### src/rtl/div_pkg.sv
// Shared types and constants for the sequential restoring divider.
package div_pkg;

    typedef enum logic [1:0] {IDLE, RUN, DONE} div_state_t;

    localparam int DIV_WIDTH = 8;

endpackage

### src/rtl/div_step.sv
// One combinational restoring-division step: shift in a dividend bit, trial-subtract the divisor.
module div_step
    import div_pkg::*;
#(
    parameter int WIDTH = DIV_WIDTH
) (
    input  logic [WIDTH-1:0] rem_i,
    input  logic             bit_i,
    input  logic [WIDTH-1:0] divisor_i,
    output logic [WIDTH-1:0] rem_o,
    output logic             q_o
);

    logic [WIDTH:0] trial;

    // The 9-bit trial value carries the remainder's extra bit; the restored result always fits WIDTH bits.
    always_comb begin
        trial = {rem_i, bit_i};
        q_o   = (trial >= {1'b0, divisor_i});
        rem_o = q_o ? (trial[WIDTH-1:0] - divisor_i) : trial[WIDTH-1:0];
    end

endmodule

### src/rtl/day6_8bit_div.sv
// Sequential unsigned divider, one quotient bit per clock behind a start/done handshake.
// state | meaning
// IDLE  | waiting for start; results held
// RUN   | one restoring iteration per cycle, counter counts down to 0
// DONE  | done pulse cycle, then back to IDLE
module day6_8bit_div
    import div_pkg::*;
#(
    parameter int WIDTH = DIV_WIDTH
) (
    input  logic             clk,
    input  logic             rst_n,
    input  logic             start,
    input  logic [WIDTH-1:0] A,
    input  logic [WIDTH-1:0] B,
    output logic [WIDTH-1:0] Quotient,
    output logic [WIDTH-1:0] Remainder,
    output logic             busy,
    output logic             done,
    output logic             div_by_zero
);

    localparam int CW = (WIDTH > 1) ? $clog2(WIDTH) : 1;

    div_state_t       state_q;
    logic [CW-1:0]    cnt_q;
    logic [WIDTH-1:0] dividend_q;
    logic [WIDTH-1:0] divisor_q;
    logic [WIDTH-1:0] rem_q;
    logic [WIDTH-1:0] quot_q;
    logic [WIDTH-1:0] quotient_q;
    logic [WIDTH-1:0] remainder_q;
    logic             busy_q;
    logic             done_q;
    logic             dbz_q;

    logic [WIDTH-1:0] rem_d;
    logic [WIDTH-1:0] quot_d;
    logic             q_bit;

    div_step #(.WIDTH(WIDTH)) u_step (
        .rem_i     (rem_q),
        .bit_i     (dividend_q[WIDTH-1]),
        .divisor_i (divisor_q),
        .rem_o     (rem_d),
        .q_o       (q_bit)
    );

    assign quot_d = {quot_q[WIDTH-2:0], q_bit};

    always_ff @(posedge clk or negedge rst_n) begin
        if (!rst_n) begin
            state_q     <= IDLE;
            cnt_q       <= '0;
            dividend_q  <= '0;
            divisor_q   <= '0;
            rem_q       <= '0;
            quot_q      <= '0;
            quotient_q  <= '0;
            remainder_q <= '0;
            busy_q      <= 1'b0;
            done_q      <= 1'b0;
            dbz_q       <= 1'b0;
        end else begin
            case (state_q)
                IDLE: begin
                    done_q <= 1'b0;
                    if (start) begin
                        dividend_q <= A;
                        divisor_q  <= B;
                        rem_q      <= '0;
                        quot_q     <= '0;
                        cnt_q      <= CW'(WIDTH - 1);
                        busy_q     <= 1'b1;
                        state_q    <= RUN;
                    end
                end
                RUN: begin
                    dividend_q <= {dividend_q[WIDTH-2:0], 1'b0};
                    rem_q      <= rem_d;
                    quot_q     <= quot_d;
                    cnt_q      <= cnt_q - 1'b1;
                    if (cnt_q == '0) begin
                        quotient_q  <= quot_d;
                        remainder_q <= rem_d;
                        dbz_q       <= (divisor_q == '0);
                        done_q      <= 1'b1;
                        state_q     <= DONE;
                    end
                end
                DONE: begin
                    done_q  <= 1'b0;
                    busy_q  <= 1'b0;
                    state_q <= IDLE;
                end
                default: begin
                    done_q  <= 1'b0;
                    busy_q  <= 1'b0;
                    state_q <= IDLE;
                end
            endcase
        end
    end

    assign Quotient    = quotient_q;
    assign Remainder   = remainder_q;
    assign busy        = busy_q;
    assign done        = done_q;
    assign div_by_zero = dbz_q;

endmodule

### config.mk
export PLATFORM = sky130hd
export DESIGN_NAME = day6_8bit_div
export DESIGN_NICKNAME = d
export VERILOG_FILES = /design/src/rtl/div_pkg.sv /design/src/rtl/div_step.sv /design/src/rtl/day6_8bit_div.sv
export SDC_FILE = /design/constraint.sdc
export NUM_CORES = 1
export LEC_CHECK = 0
export BUFFER_PORTS_ARGS = -buffer_cell sky130_fd_sc_hd__buf_2
export CAP_MARGIN = 5
export CORE_MARGIN = 2
export CORE_UTILIZATION = 50
export CTS_CLUSTER_DIAMETER = 80
export DETAILED_ROUTE_END_ITERATION = 16
export PLACE_DENSITY = 0.79
export SKIP_CTS_REPAIR_TIMING = 1
export SYNTH_ARGS = -nofsm -noshare
export SYNTH_HDL_FRONTEND = slang
export SYNTH_SLANG_ARGS = --single-unit
### constraint.sdc
create_clock -name clk -period 1.95 [get_ports clk]
set_input_delay 0.0975 -clock clk [delete_from_list [all_inputs] [get_ports clk]]
set_output_delay 0.0975 -clock clk [all_outputs]
set_load 0.005 [all_outputs]
==> results.yml <==
sta:
  period_needed_ps: 2110
  min_period_over_period: 1.08
  relSlewSlack: 0.544
  setup_violations: 8
  finalHoldViolCount: 4
  rsz0062_at_grt: "true"
  fmax_mhz: 473
  hold_ws_ps: -10.8
  worstMarginPinSlew_ps: 684
  slew_violations: 0
  tns_ps: -693
  fin_ws_ps: -163
  finClkSkew_ps: 14.0
pwr:
  power.leakage_nw: 1.66
  max-vdd-ir-drop_uv: 823
  finalPower_mw: 7.51
  cellPowerDensity_nw_per_um2: 2180
cts:
  clock_sinks: 55
  cts-root-buf: "clkbuf_8"
  cts_made_buffers: 5
  clock_path_buffers: 2
  cts_tree: "yes"
  ctsHtreeMaxLevel: 2
  clock_latency_ps: 320
  path_clk_slew_ps: 100
status:
  outcome: "finished with violations"
  violations: "hold timing, setup timing"
setup_path:
  worst_r2r_path_depth: 10
  cp-startpoint: "dividend_q[7]"
  critical_path_class: "register to register"
  r2r_end: "Remainder[6]"
  crit_required_ps: 2140
  critPathLaunchType: "register"
  critPathCapture: "Remainder[6]"
  crit_path_max_fanout: 2
  arrival_ps: 2310
  end_kind: "register"
  r2r-start: "dividend_q[7]"
  reg2reg_slack_ps: -160
floorplanning:
  die_h_um: 75.5
  start_util: 0.510
  floorplan.rows: 26
  die_area_um2: 5700
  core-area_um2: 5010
  die_w_um: 75.5
  io_pins: 38
yosys:
  synth_top_area_share: 0.538
  yosys_register_bits: 55
  syn_area_um2: 2560
  synthTopCellsByArea: "dfrtp_1, nand2_1, mux2i_1"
  syn_area_per_cell_um2: 10.1
  ys_seq_area_frac: 0.538
  yosys_warnings: 0
  syn_inst: 254
  syn_nets: 284
  yosys.area.top_type: "dfrtp_1"
  synth_cell_type_count: 35
final_layout:
  final_util: 0.686
  num_antenna_cells: 0
  drive_gt1_frac: 0.386
  nets: 358
  area_delta_synth_final_pct: 34.4
detailed_routing:
  wirelength_mm: 6.41
  drt_iter0_markers: 173
  drc_errors: 0
  wl_per_cell_um: 16.1
  detail-route-antenna-nets: 0
  vias: 2140
  vias_per_cell: 5.36
  drtPass1Iterations: 6
global_route:
  grt_max_degree: 30
  grt_pass1_vias: 1867
  grt_pass1_wl_mm: 8.61
  grt_use_total: 0.202
  antenna_found_initial: 0
  overflow: 0
placed_design:
  portBuffers: 37
  gp_congestion: 0.803
  dp_hpwl_mm: 3.95
run:
  cap_violations: 0
min_path:
  holdCritPathClass: "input port to register"
[final cells by class]
| type | count | area (µm²) |
|---|---|---|
| repair buffers | 78 | 512 |
| inverters | 14 | 52.6 |
| well taps | 70 | 87.6 |
| fillers | 384 | 1570 |
| multi-input cells | 174 | 1290 |
| clock buffers | 5 | 68.8 |
| flip-flops and latches | 55 | 1380 |
| clock inverters | 3 | 46.3 |
[registers in the layout (all words and copies together), names as in the netlist]
register and cells:
divisor_q 8, Quotient 8, state_q 2, dividend_q 8
quot_q 7, busy 1, div_by_zero 1, rem_q 8
Remainder 8, done 1, cnt_q 3
[where the power goes]
group          switching (mW)  total [mW]  internal [mW]
logic                    2.34        4.70           2.37
registers               0.358        2.03           1.67
clock network           0.386       0.774          0.387
[how the worst min path moves through the flow]
stage                     cells after the start  start  slack [ps]            to
after global routing                          3   B[2]           3  divisor_q[2]
after floorplan                               0  rst_n        -200   Quotient[0]
after CTS                                     1  rst_n        -180     quot_q[6]
after detailed placement                      1  rst_n         180     quot_q[6]
after global placement                        1  rst_n         160     quot_q[6]
final                                         3   B[6]         -10  divisor_q[6]
[cell families after synthesis]
| kind of cell | after synthesis | share of synthesized area |
|---|---|---|
| buf+inv | 25 | 0.0406 |
| simple gates | 84 | 0.139 |
| mux | 15 | 0.0612 |
| xor+xnor | 5 | 0.0171 |
| flops | 55 | 0.538 |
| fa+ha+maj | 11 | 0.0568 |
| compound gates | 59 | 0.147 |
[worst max-delay path, cell delays in order (launching register included)]
cell and delay (ps):
dfrtp_1 400, inv_2 80, ha_4 130, inv_2 40, fa_2 400, a211oi_2 290, o21ai_1 130, a21oi_2 150
xnor2_1 90, mux2i_1 200, o21ai_1 90
[layout by cell type, fill, tap and decap left out, types with 2 or more instances in the layout]
cell type,n
nand2_1,59
dfrtp_1,55
buf_4,38
buf_2,37
o21ai_0,16
o21ai_1,14
mux2i_1,9
nor2_1,9
inv_1,8
a22o_1,8
ha_4,7
inv_2,6
clkbuf_8,5
nand2_2,4
o21ai_2,3
xor2_1,3
mux2i_4,3
o211ai_1,3
a211oi_2,2
a21oi_2,2
xnor2_1,2
a21oi_4,2
nor2b_1,2
a31oi_1,2
o21bai_1,2
nor4_1,2
ha_1,2
[cell usage after synthesis]
cell type  count
xor2_1         3
a21o_1         1
a21oi_1        4
nor2b_1        3
inv_1         14
o21ai_0       18
a311oi_2       1
o21ai_2        3
a22o_1         8
a211oi_1       2
a31oi_1        2
mux2_2         1
nor3_2         1
nor4_1         2
nand2_1       63
mux2_4         1
and3_1         1
buf_6          1
mux2i_1       13
xnor2_1        2
o21ai_1       13
a22oi_1        1
clkbuf_1       8
nor2_1         9
dfrtp_1       55
nand3_1        1
nor3b_2        1
a21oi_2        1
nor2_2         2
nand2b_2       1
o211ai_1       3
buf_2          2
ha_1          10
o21bai_1       2
fa_1           1
[metal layers]
metal | track usage | wire length (µm) | share of wire | vias to the layer above
li1 | - | - | - | 1005
met1 | 0.275 | 2750 | 0.43 | 1033
met2 | 0.334 | 3180 | 0.50 | 86
met3 | 0.0370 | 331 | 0.052 | 16
met4 | 0.0546 | 153 | 0.024 | 0
met5 | 0 | 0 | 0 | -
[stage by stage]
stage / cells / setup slack (ps) / instance area [µm²]
after detailed placement: 382 / -247 / 3020
after CTS: 390 / -285 / 3140
after floorplan: 254 / 12.5 / 2560
after global placement: 382 / -262 / 3020
final: 399 / -163 / 3440
after global routing: 399 / -295 / 3440
(Power assumes the default switching activity.)
